===== config.mk =====
export PLATFORM = sky130hd
export DESIGN_NAME = qmfir_mem_arb
export DESIGN_NICKNAME = d
export VERILOG_FILES = /design/src/rtl/qmfir_mem_arb_pkg.sv /design/src/rtl/qmfir_mem_arb.sv
export SDC_FILE = /design/constraint.sdc
export NUM_CORES = 1
export LEC_CHECK = 0
export CELL_PAD_IN_SITES_DETAIL_PLACEMENT = 1
export CELL_PAD_IN_SITES_GLOBAL_PLACEMENT = 1
export CORE_ASPECT_RATIO = 2
export CORE_MARGIN = 5
export CORE_UTILIZATION = 29
export DETAILED_ROUTE_END_ITERATION = 8
export GPL_TIMING_DRIVEN = 0
export PLACE_DENSITY = 0.78
export SLEW_MARGIN = 10
export SYNTH_ARGS = -nofsm -noshare
export SYNTH_HDL_FRONTEND = slang
export SYNTH_SLANG_ARGS = --single-unit

===== constraint.sdc =====
create_clock -name clk -period 2.5 [get_ports clk]
set_clock_uncertainty 0.05 [all_clocks]
set_input_delay 0.375 -clock clk [delete_from_list [all_inputs] [get_ports clk]]
set_output_delay 0.375 -clock clk [all_outputs]
set_load 0.01 [all_outputs]

===== src/rtl/qmfir_mem_arb_pkg.sv =====
// -----------------------------------------------------------------------------
// qmfir_mem_arb_pkg
//  Shared definitions for the QMFIR memory arbiter: default RAM geometry,
//  default starvation limit and the encoding of a captured host operation.
//  No ports; imported by qmfir_mem_arb.
// -----------------------------------------------------------------------------
package qmfir_mem_arb_pkg;

    localparam int AW_DEF         = 13;
    localparam int DW_DEF         = 24;
    localparam int STARVE_LIM_DEF = 16;

    // Kind of host access held in the capture register
    typedef enum logic {
        OP_READ  = 1'b0,
        OP_WRITE = 1'b1
    } host_op_e;

    // A simultaneous write and read pulse is treated as a write
    function automatic host_op_e decode_host_op(input logic we);
        return we ? OP_WRITE : OP_READ;
    endfunction

endpackage


===== src/rtl/qmfir_mem_arb.sv =====
// -----------------------------------------------------------------------------
// qmfir_mem_arb
//  Shares one single-port synchronous RAM between the FIR datapath (fixed
//  priority) and the UART host port. Host pulses are captured and held until
//  served; a starvation counter forces one host slot after STARVE_LIM
//  consecutive cycles of being blocked by fir_req. Host read data is returned
//  in a holding register with a one-cycle host_rvalid pulse.
//
//  Ports
//   clk, arst_n                  clock, asynchronous active-low reset
//   fir_req/we/addr/wdata        FIR request (level, held until fir_gnt)
//   fir_gnt                      FIR access performed this cycle
//   fir_rvalid, fir_rdata        FIR read data, cycle after a granted read
//   host_we/re/addr/wdata        host access pulses (1 cycle)
//   host_busy                    host access pending or read in flight
//   host_rvalid, host_rdata      host read completion pulse / held data
//   host_ovf, host_ovf_clr       sticky dropped-pulse flag and its clear
//   mem_en/we/addr/wdata/rdata   RAM port (read latency 1 cycle)
// -----------------------------------------------------------------------------
module qmfir_mem_arb
    import qmfir_mem_arb_pkg::*;
#(
    parameter int AW         = AW_DEF,
    parameter int DW         = DW_DEF,
    parameter int STARVE_LIM = STARVE_LIM_DEF
) (
    input  logic          clk,
    input  logic          arst_n,

    input  logic          fir_req,
    input  logic          fir_we,
    input  logic [AW-1:0] fir_addr,
    input  logic [DW-1:0] fir_wdata,
    output logic          fir_gnt,
    output logic          fir_rvalid,
    output logic [DW-1:0] fir_rdata,

    input  logic          host_we,
    input  logic          host_re,
    input  logic [AW-1:0] host_addr,
    input  logic [DW-1:0] host_wdata,
    output logic          host_busy,
    output logic          host_rvalid,
    output logic [DW-1:0] host_rdata,
    output logic          host_ovf,
    input  logic          host_ovf_clr,

    output logic          mem_en,
    output logic          mem_we,
    output logic [AW-1:0] mem_addr,
    output logic [DW-1:0] mem_wdata,
    input  logic [DW-1:0] mem_rdata
);

    localparam int CW = $clog2(STARVE_LIM + 1);
    localparam logic [CW-1:0] LIM = CW'(STARVE_LIM);

    logic          pend;
    host_op_e      op;
    logic [AW-1:0] op_addr;
    logic [DW-1:0] op_wdata;
    logic [CW-1:0] wait_cnt;
    logic          rd_host;
    logic          fir_rd_q;

    logic          host_pulse;
    logic          capture;
    logic          host_sel;

    assign host_pulse = host_we | host_re;
    assign host_busy  = pend | rd_host | host_rvalid;
    assign capture    = host_pulse & ~host_busy;

    // The host wins the slot whenever FIR is idle, or once it has been
    // blocked for the full starvation window
    assign host_sel   = pend & (~fir_req | (wait_cnt == LIM));
    assign fir_gnt    = fir_req & ~host_sel;

    assign fir_rvalid = fir_rd_q;
    assign fir_rdata  = mem_rdata;

    always_comb begin
        mem_en    = host_sel | fir_req;
        mem_we    = 1'b0;
        mem_addr  = fir_addr;
        mem_wdata = fir_wdata;
        if (host_sel) begin
            mem_we    = (op == OP_WRITE);
            mem_addr  = op_addr;
            mem_wdata = op_wdata;
        end else if (fir_req) begin
            mem_we    = fir_we;
        end
    end

    // Capture register: only loaded when the port is idle, so a pending
    // access can never be overwritten by a later pulse
    always_ff @(posedge clk or negedge arst_n) begin
        if (!arst_n) begin
            pend     <= 1'b0;
            op       <= OP_READ;
            op_addr  <= '0;
            op_wdata <= '0;
        end else if (capture) begin
            pend     <= 1'b1;
            op       <= decode_host_op(host_we);
            op_addr  <= host_addr;
            op_wdata <= host_wdata;
        end else if (host_sel) begin
            pend     <= 1'b0;
        end
    end

    // Counts cycles a pending host access loses to FIR; never passes LIM
    // because reaching LIM forces host_sel, which clears it
    always_ff @(posedge clk or negedge arst_n) begin
        if (!arst_n) begin
            wait_cnt <= '0;
        end else if (host_sel || !pend) begin
            wait_cnt <= '0;
        end else if (fir_req) begin
            wait_cnt <= wait_cnt + CW'(1);
        end
    end

    // Read pipelines: RAM data arrives the cycle after the slot; host data
    // is then registered so it holds until the next host read completes
    always_ff @(posedge clk or negedge arst_n) begin
        if (!arst_n) begin
            rd_host     <= 1'b0;
            host_rvalid <= 1'b0;
            host_rdata  <= '0;
            fir_rd_q    <= 1'b0;
        end else begin
            rd_host     <= host_sel & (op == OP_READ);
            host_rvalid <= rd_host;
            fir_rd_q    <= fir_gnt & ~fir_we;
            if (rd_host) begin
                host_rdata <= mem_rdata;
            end
        end
    end

    // Sticky overflow; a clear in the same cycle as a drop leaves it clear
    always_ff @(posedge clk or negedge arst_n) begin
        if (!arst_n) begin
            host_ovf <= 1'b0;
        end else if (host_ovf_clr) begin
            host_ovf <= 1'b0;
        end else if (host_pulse && host_busy) begin
            host_ovf <= 1'b1;
        end
    end

endmodule


==> results.yml, run 1 <==
status:
  status: "finished clean"
synth:
  synth_xor_area_share_pct: 0.764
  synth.distinct_cells: 27
  synth.avg_cell_area_sq_um: 14.4
  yosys.area.top_type: "dfrtp_1"
  synth_enable_flop_cells: 0
  ys_warn_count: 0
  synthTopCellsByArea: "dfrtp_1 (52%), mux2_2 (20%), mux2_1 (9.8%)"
  synth_compound_area_share_pct: 1.38
  synth_top_family_by_area: "multiplexers"
  synth-main-ff-cell: "dfrtp_1"
  async_reset_ff_share_pct: 100
  syn_nets: 346
  synthMuxAreaShare_pct: 32.9
  syn_area_sq_mm: 0.00344
  yosysSeqAreaShare_pct: 52.4
  yosysTopAreaCellShare_pct: 52.4
  ys_ff_latch: 72
  synthAdderAreaFrac_pct: 0.727
  synth-simple-area-share_pct: 3.53
  postSynthCellCount: 239
cts:
  cts_root_buf: "clkbuf_16"
  tritoncts: "built"
  clockBufferDepth: 2
  clk_latency_ns: 0.33
  cts_made_buffers: 9
  htree_levels: 3
  clkSinkCount: 72
  clk_pin_slew_worst_paths_ns: 0.05
route:
  drc: 0
  vias: 2689
  drt_iter0_markers: 15
  finalWirelength_um: 10800
  wl_per_cell_um: 17.7
  drtPass1Iterations: 3
  ant_nets: 0
  via_per_inst: 4.41
floorplanning:
  rows: 56
  die_w_um: 87.0
  die_y_um: 164
  core-area_sq_mm: 0.0117
  initial_utilization_pct: 29.4
  dieArea_sq_mm: 0.0143
  floorplan.io_pins: 197
run:
  maxCapViolations: 0
setup_path:
  crit_type: "reg -> out"
  crit_path_start_kind: "register"
  worst_path_max_delay_cell: "dfrtp_1"
  critPathMaxStageDelay_ns: 0.37
  path_cells: "inv_1, ha_2, nor4bb_4, o21ai_4, buf_6, buf_12, mux2_4, buf_6"
  crit_arrival_ns: 2.02
  cp-end-kind: "output port"
  crit_top_cell: "buf_6"
  crit_path_max_fanout: 5
  r2r_setup_slack_ns: 0.63
  crit_required_ns: 2.08
finish:
  multi_input_area_sq_mm: 0.00137
  regArea_sq_mm: 0.00180
  antenna_cells: 0
  finalInstanceArea_sq_mm: 0.00607
  fillCellCount: 1221
  syn2layout_area_growth_pct: 76.3
  final_nets: 567
  drive_above_1_share_pct: 37.8
timing:
  tightestPinTransition_ns: 0.547
  holdWs_ns: 0.327
  finalCritPeriodShare_pct: 97.6
  setup_viol: 0
  hold_viol_final: 0
  rsz0062_at_grt: "true"
  slew_headroom_pct: 63.5
  drv_slew: 0
  fmax_mhz: 410
  period_needed_ns: 2.44
power:
  p_sw_mw: 1.81
  p_total_mw: 6.27
  power_frac_seq_pct: 32.1
  p_per_area_mw_per_mm2: 1030
  p_int_mw: 4.46
  p_comb_share_pct: 43.9
  p_clk_share_pct: 24.0
  switching_share_pct: 28.9
  ir_drop_uv: 442
  leakage_nw: 2.64
global_routing:
  grt_pass1_vias: 3084
  grt_max_degree: 58
  track_usage_pct: 15.0
  grt_overflow: 0
  antenna_found_initial: 0
  grt_pass1_wl_um: 16100
placed_design:
  place.gp.congestion: 0.662
  dpl_cell_area_sq_mm: 0.00561
  dp_hpwl_um: 8600
  io_buffers: 196
worst_hold_path:
  worstHoldPathType: "reg -> reg"
-- layer usage --
layer  vias up  part of all wire [%]  GRT usage (%)
met2       121                    58           29.4
met1      1309                    31           14.0
met3        14                   8.6           4.52
met5         -                     0              0
li1       1245                     -              -
met4         0                   2.0           5.18
-- power groups by stage --
| stage | clock (mW) | sequential [mW] | combinational (mW) |
|---|---|---|---|
| 5_1_grt | 1.60 | 2.09 | 2.97 |
| 3_5_place_dp | 0 | 2.05 | 2.72 |
| 4_1_cts | 1.55 | 2.03 | 2.85 |
| 3_3_place_gp | 0 | 2.02 | 2.64 |
| 6_report | 1.50 | 2.01 | 2.75 |
| 2_1_floorplan | 0 | 2.05 | 1.32 |
-- sequential cells by signal, summed over array words and instances (netlist names) --
| register | cells |
|---|---|
| host_rvalid | 1 |
| host_ovf | 1 |
| pend | 1 |
| wait_cnt | 5 |
| op_addr | 13 |
| op | 1 |
| host_rdata | 24 |
| fir_rvalid | 1 |
| rd_host | 1 |
| op_wdata | 24 |
-- cells by family after synthesis --
family,count (synthesis)
flip-flops,72
buffers and inverters,41
XOR/XNOR,3
AO/OA/AOI/OAI,7
AND/OR/NAND/NOR,16
adder cells (fa/ha/maj),2
multiplexers,98
-- synth_stat cells (2+ instances only) --
cell type / instances
a21oi_1: 2
nand3_1: 2
buf_4: 24
dfrtp_1: 72
mux2_2: 60
buf_6: 5
o21ai_0: 2
mux2_4: 8
nor2_1: 7
buf_2: 3
mux2_1: 30
inv_1: 6
xor2_1: 2
ha_1: 2
buf_1: 2
-- area by class of cell --
class | instances | share of cell area (%)
Tap cell | 145 | 2.99
Buffer | 33 | 4.43
Clock inverter | 5 | 1.69
Inverter | 7 | 0.433
Clock buffer | 11 | 4.17
Timing Repair Buffer | 211 | 34.1
Multi-Input combinational cell | 126 | 22.5
Sequential cell | 72 | 29.7
-- worst paths after layout --
kind	start	to	depth (start not counted)
worst max-delay path	wait_cnt[0]$_DFFE_PN0P_	mem_wdata[19]	8
worst min-delay path	rd_host$_DFF_PN0_	host_rvalid$_DFF_PN0_	0
worst max register to register	rd_host$_DFF_PN0_	op_wdata[19]$_DFFE_PN0P_	6
worst min register to register	rd_host$_DFF_PN0_	host_rvalid$_DFF_PN0_	0
max in group asynchronous	arst_n	pend$_DFFE_PN0P_	3
min in group asynchronous	arst_n	host_rdata[11]$_DFFE_PN0P_	2
-- layout by cell type (no fill, tap or decap), types with 2 or more instances in the layout --
cell / Yosys / final
buf_12: 0 / 2
nand3_1: 2 / 2
mux2_2: 60 / 60
a21oi_1: 2 / 2
inv_1: 6 / 6
clkdlybuf4s50_1: 0 / 156
mux2_1: 30 / 30
buf_16: 0 / 2
buf_2: 3 / 21
clkbuf_8: 0 / 2
bufinv_16: 0 / 3
dfrtp_1: 72 / 72
clkbuf_16: 0 / 9
o21ai_0: 2 / 2
xor2_1: 2 / 2
buf_6: 5 / 28
mux2_4: 8 / 8
nor2_1: 7 / 7
buf_1: 2 / 2
buf_4: 24 / 31
-- critical path: cells and delay by family, from the launching register on --
| family | cells | cell delay, ns |
|---|---|---|
| buf+inv | 4 | 0.48 |
| flops | 1 | 0.37 |
| mux | 1 | 0.30 |
| compound gates | 1 | 0.10 |
| simple gates | 1 | 0.26 |
| fa+ha+maj | 1 | 0.17 |
-- stage by stage --
stage               util (%)  instances  worst slack [ns]  TNS, ns
floorplan                  -        239             0.556        0
global placement        47.7        580             -1.58  -120.95
detailed placement      47.9        581            -0.291    -8.54
CTS                     51.9        609           -0.0924    -1.31
global route            51.8        610           -0.0266   -0.285
finish                  51.8        610            0.0588        0
-- timing repair --
| item | in CTS | in global routing |
|---|---|---|
| gates resized for setup | 187 | 3 |
| cloned | 3 | 0 |
| endpoints found under the hold margin | 15 | 0 |
| hold buffers | 1 | 0 |
| buffers inserted | 9 | 2 |
| pin swaps | 2 | 2 |
| endpoints found under the setup margin | 38 | 38 |
Note: power is estimated with default switching activity, not from simulation.
==> inputs of run 2 (changes only) <==
CELL_PAD_IN_SITES_DETAIL_PLACEMENT = default   (was 1)
CELL_PAD_IN_SITES_GLOBAL_PLACEMENT = default   (was 1)
CORE_UTILIZATION = 38   (was 29)
CTS_CLUSTER_SIZE = 12   (was default)
==> results.yml, run 2 (synthesis gave the netlist of run 1 again) <==
global_routing:
  grt_pass1_wl_um: 14800
  antenna_found_initial: 0
  grt_max_degree: 38
  track_usage_pct: 17.0
  grt_pass1_vias: 2964
  grt_overflow: 0
floorplanning:
  dieArea_sq_mm: 0.0112
  rows: 49
  die_y_um: 145
  initial_utilization_pct: 38.4
  floorplan.io_pins: 197
  core-area_sq_mm: 0.00895
  die_w_um: 77.3
route:
  vias: 2669
  finalWirelength_um: 9540
  drt_iter0_markers: 40
  ant_nets: 0
  drc: 0
  wl_per_cell_um: 16.9
  drtPass1Iterations: 4
  via_per_inst: 4.74
setup_path:
  cp-end-kind: "output port"
  crit_required_ns: 2.08
  worst_path_max_delay_cell: "dfrtp_1"
  r2r_setup_slack_ns: 0.68
  crit_path_max_fanout: 10
  worst-r2r-cell-count: 6
  cp.buffers_inverters: 4
  path_delay_family: "buffers and inverters"
  reg2reg_from: "rd_host$_DFF_PN0_"
  crit_arrival_ns: 2.04
  crit_path_start_kind: "register"
  critPathMaxStageDelay_ns: 0.38
  reg2reg_to: "op_addr[7]$_DFFE_PN0P_"
  path_cells: "inv_1, ha_1, nor4bb_4, o21ai_4, buf_6, buf_12, mux2_4, buf_4"
  crit_type: "reg -> out"
timing:
  finalCritPeriodShare_pct: 98.4
  setup_viol: 0
  period_needed_ns: 2.46
  slew_headroom_pct: 62.0
  fmax_mhz: 406
  finalSetupTns_ns: 0
  drv_slew: 0
  tightestPinTransition_ns: 0.570
  rsz0062_at_grt: "true"
  hold_viol_final: 0
worst_hold_path:
  hold_path_startpoint: "rd_host$_DFF_PN0_"
  worstHoldPathCells: 0
  worstHoldPathType: "reg -> reg"
  worst_hold_path.endpoint: "host_rvalid$_DFF_PN0_"
cts:
  clk_latency_ns: 0.33
  cts_root_buf: "clkbuf_16"
  clk_pin_slew_worst_paths_ns: 0.06
  htree_levels: 3
  cts_made_buffers: 9
  clockBufferDepth: 2
  tritoncts: "built"
  clkSinkCount: 72
placed_design:
  dpl_cell_area_sq_mm: 0.00555
  place.gp.congestion: 0.725
  io_buffers: 196
  dp_hpwl_um: 7640
power:
  ir_drop_uv: 547
  leakage_nw: 2.59
  p_per_area_mw_per_mm2: 1030
finish:
  reg.largest.list: "host_rdata x24, op_wdata x24, op_addr x13"
  final_cell_mix: "clkdlybuf4s50_1 (156), dfrtp_1 (72), mux2_2 (60), buf_4 (32), mux2_1 (30)"
  fillCellCount: 700
  drive_above_1_share_pct: 36.9
  layout_commonest_cell: "clkdlybuf4s50_1"
  regArea_sq_mm: 0.00180
  final_nets: 563
  syn2layout_area_growth_pct: 71.0
  antenna_cells: 0
  finalInstanceArea_sq_mm: 0.00588
  multi_input_area_sq_mm: 0.00136
run:
  maxCapViolations: 0
status:
  status: "finished clean"
## run 2: area by class of cell
| cell class | count | area share (%) |
|---|---|---|
| Buffer | 34 | 4.76 |
| Clock buffer | 11 | 4.30 |
| Clock inverter | 5 | 1.34 |
| Inverter | 7 | 0.447 |
| Multi-Input combinational cell | 126 | 23.1 |
| Sequential cell | 72 | 30.6 |
| Tap cell | 102 | 2.17 |
| Timing Repair Buffer | 206 | 33.2 |
## run 2: through the flow
step                cells  power, mW  setup WS (ns)  hold slack [ns]  util, %
CTS                   562       6.13        -0.0130            0.322     65.3
finish                563       6.04         0.0395            0.321     65.7
global route          563       6.40        -0.0581            0.347     65.7
detailed placement    538       4.73         -0.288            0.310     62.0
floorplan             239       3.37          0.556           0.0294        -
global placement      537       4.64          -1.46            0.302     61.8
## run 2: how the worst max path moves through the flow
stage                                  startpoint                        to  depth (start not counted)
after detailed placement                  fir_req             mem_wdata[17]                          7
after CTS                 wait_cnt[0]$_DFFE_PN0P_             mem_wdata[21]                          8
after floorplan           wait_cnt[0]$_DFFE_PN0P_                    mem_we                          7
after global placement                     arst_n  op_wdata[12]$_DFFE_PN0P_                          1
final                     wait_cnt[0]$_DFFE_PN0P_             mem_wdata[21]                          8
after global routing      wait_cnt[0]$_DFFE_PN0P_              mem_wdata[9]                          8
## run 2: what timing repair did
item / in CTS / in global routing
cloned: 2 / 0
buffers inserted: 7 / 1
gates resized for setup: 171 / 5
hold endpoints to repair: 35 / 0
hold buffers: 1 / 0
setup endpoints to repair: 38 / 38
pin swaps: 1 / 1
## run 2: power by group
group          switching (mW)  internal (mW)  leakage (nW)  total, mW
combinational            1.01           1.64          1.56       2.64
sequential              0.292           1.72         0.861       2.01
clock                   0.461          0.925         0.165       1.39
total                    1.76           4.28          2.59       6.04
## run 2: layer usage
metal / share of wire, % / GRT usage (%) / wire length (um) / vias to the layer above
li1: - / - / - / 1243
met1: 32 / 17.1 / 3090 / 1293
met2: 59 / 31.6 / 5600 / 125
met3: 7.6 / 5.99 / 723 / 8
met4: 1.3 / 6.16 / 127 / 0
met5: 0 / 0 / 0 / -
==> inputs of run 3 (changes only) <==
CAP_MARGIN = 20   (was default)
CORE_UTILIZATION = 39   (was 38)
CTS_BUF_LIST = sky130_fd_sc_hd__clkbuf_4   (was default)
PLACE_DENSITY = 0.8   (was 0.78)
SKIP_LAST_GASP = 1   (was default)
==> results.yml, run 3 (synthesis gave the netlist of run 1 again) <==
power:
  p_int_mw: 3.98
  p_per_area_mw_per_mm2: 946
  switching_share_pct: 31.0
  leakage_nw: 2.73
  ir_drop_uv: 542
  p_clk_share_pct: 12.0
  power_frac_seq_pct: 35.0
  p_sw_mw: 1.79
  p_comb_share_pct: 53.1
cts:
  cts_made_buffers: 9
  tritoncts: "built"
  htree_levels: 3
  cts_root_buf: "clkbuf_4"
  clkSinkCount: 72
  clk_pin_slew_worst_paths_ns: 0.11
  clk_latency_ns: 0.41
  clockBufferDepth: 2
setup_path:
  crit_path_max_fanout: 4
  crit_arrival_ns: 2.20
  cp-end-kind: "output port"
  crit_path_start_kind: "register"
  crit_required_ns: 2.08
  crit_type: "reg -> out"
route:
  finalWirelength_um: 10200
  wl_per_cell_um: 17.7
  ant_nets: 0
  via_per_inst: 4.81
  drc: 0
  vias: 2776
  drtPass1Iterations: 4
  drt_iter0_markers: 70
finish:
  multi_input_area_sq_mm: 0.00144
  syn2layout_area_growth_pct: 77.2
  fillCellCount: 648
  drive_above_1_share_pct: 38.8
  antenna_cells: 0
  reg.largest.list: "host_rdata x24, op_wdata x24, op_addr x13"
  final_nets: 579
  finalInstanceArea_sq_mm: 0.00610
  final_cell_mix: "clkdlybuf4s50_1 (156), dfrtp_1 (72), buf_6 (53), mux2_2 (43), buf_4 (36)"
  regArea_sq_mm: 0.00180
  instances_no_fill: 577
  layout_commonest_cell: "clkdlybuf4s50_1"
floorplanning:
  dieArea_sq_mm: 0.0109
  die_y_um: 143
  rows: 48
  die_w_um: 76.4
  initial_utilization_pct: 39.8
  core-area_sq_mm: 0.00865
  floorplan.io_pins: 197
timing:
  fmax_mhz: 381
  setup_ws_ns: -0.125
  setup_viol: 33
  finalCritPeriodShare_pct: 105
  drv_slew: 0
  slew_headroom_pct: 63.5
  hold_viol_final: 0
  period_needed_ns: 2.63
  tightestPinTransition_ns: 0.547
  rsz0062_at_grt: "true"
placed_design:
  place.gp.congestion: 0.727
  dpl_cell_area_sq_mm: 0.00555
  dp_hpwl_um: 7690
  dp.cells: 536
  io_buffers: 196
global_routing:
  track_usage_pct: 17.8
  antenna_found_initial: 0
  grt_max_degree: 66
  grt_pass1_wl_um: 15200
  grt_pass1_vias: 3015
  grt_overflow: 0
worst_hold_path:
  worstHoldPathType: "in -> async"
run:
  maxCapViolations: 0
status:
  violations: "setup timing"
  status: "finished with violations"
-- run 3: changes by cell type in the layout (fill, tap and decap cells not counted), sizes merged --
cell,before,now
bufinv,2,1
buf,82,96
dlymetal6s2s,1,0
dlygate4sd2,0,1
clkbuf,11,12
clkinv,3,5
-- run 3: metrics by stage --
step	total power, mW	setup slack [ns]	hold WS, ns	TNS (ns)	util [%]
after global placement	4.64	-1.48	0.302	-113.49	63.9
after global routing	6.12	-0.241	0.247	-6.69	70.5
after CTS	5.69	-0.264	0.234	-6.55	68.8
after floorplan	3.37	0.556	0.0294	0	-
final	5.77	-0.125	0.274	-2.29	70.5
after detailed placement	4.72	-0.307	0.166	-8.78	64.2
-- run 3: routing by layer --
metal,routed length (um),track usage (%)
met1,3250,16.4
met2,5950,35.0
met3,763,6.19
met4,247,6.45
met5,0,0
-- run 3: power groups by stage --
stage	registers (mW)	clock network (mW)	logic, mW
after global placement	2.02	0	2.63
after floorplan	2.05	0	1.32
final	2.02	0.692	3.06
after global routing	2.08	0.768	3.27
after CTS	2.01	0.720	2.95
after detailed placement	2.04	0	2.68
-- run 3: path summary, 6_finish.rpt --
kind / cells past startpoint / startpoint / slack [ns] / end
min: 2 / arst_n / 0.27 / host_rdata[3]$_DFFE_PN0P_
min in group clk: 0 / rd_host$_DFF_PN0_ / 0.33 / host_rvalid$_DFF_PN0_
min reg2reg: 0 / rd_host$_DFF_PN0_ / 0.33 / host_rvalid$_DFF_PN0_
max reg2reg: 6 / rd_host$_DFF_PN0_ / 0.66 / op_wdata[9]$_DFFE_PN0P_
max: 9 / wait_cnt[1]$_DFFE_PN0P_ / -0.13 / mem_wdata[8]
max in group asynchronous: 3 / arst_n / 1.58 / op_wdata[1]$_DFFE_PN0P_
-- run 3: repair_timing --
action,CTS,global route
cloned,2,2
setup endpoints to repair,39,38
gates resized for setup,206,28
pin swaps,1,2
buffers inserted,18,5
hold buffers,1,0
endpoints found under the hold margin,68,0
-- run 3: cell type report --
class	instances	area share (%)
timing repair buffer	224	38.1
sequential	72	29.5
multi-input combinational	126	23.6
buffer	32	4.23
tap	100	2.05
clock buffer	10	1.23
clock inverter	6	0.821
inverter	7	0.431
-- run 3: worst max-delay path, cell delays in order, from the launching register on --
cell and delay (ns):
dfrtp_1 0.40, inv_2 0.08, ha_4 0.12, nor4bb_4 0.27, o21ai_4 0.12, buf_4 0.15, buf_6 0.12, buf_6 0.11
mux2_4 0.29, buf_6 0.12
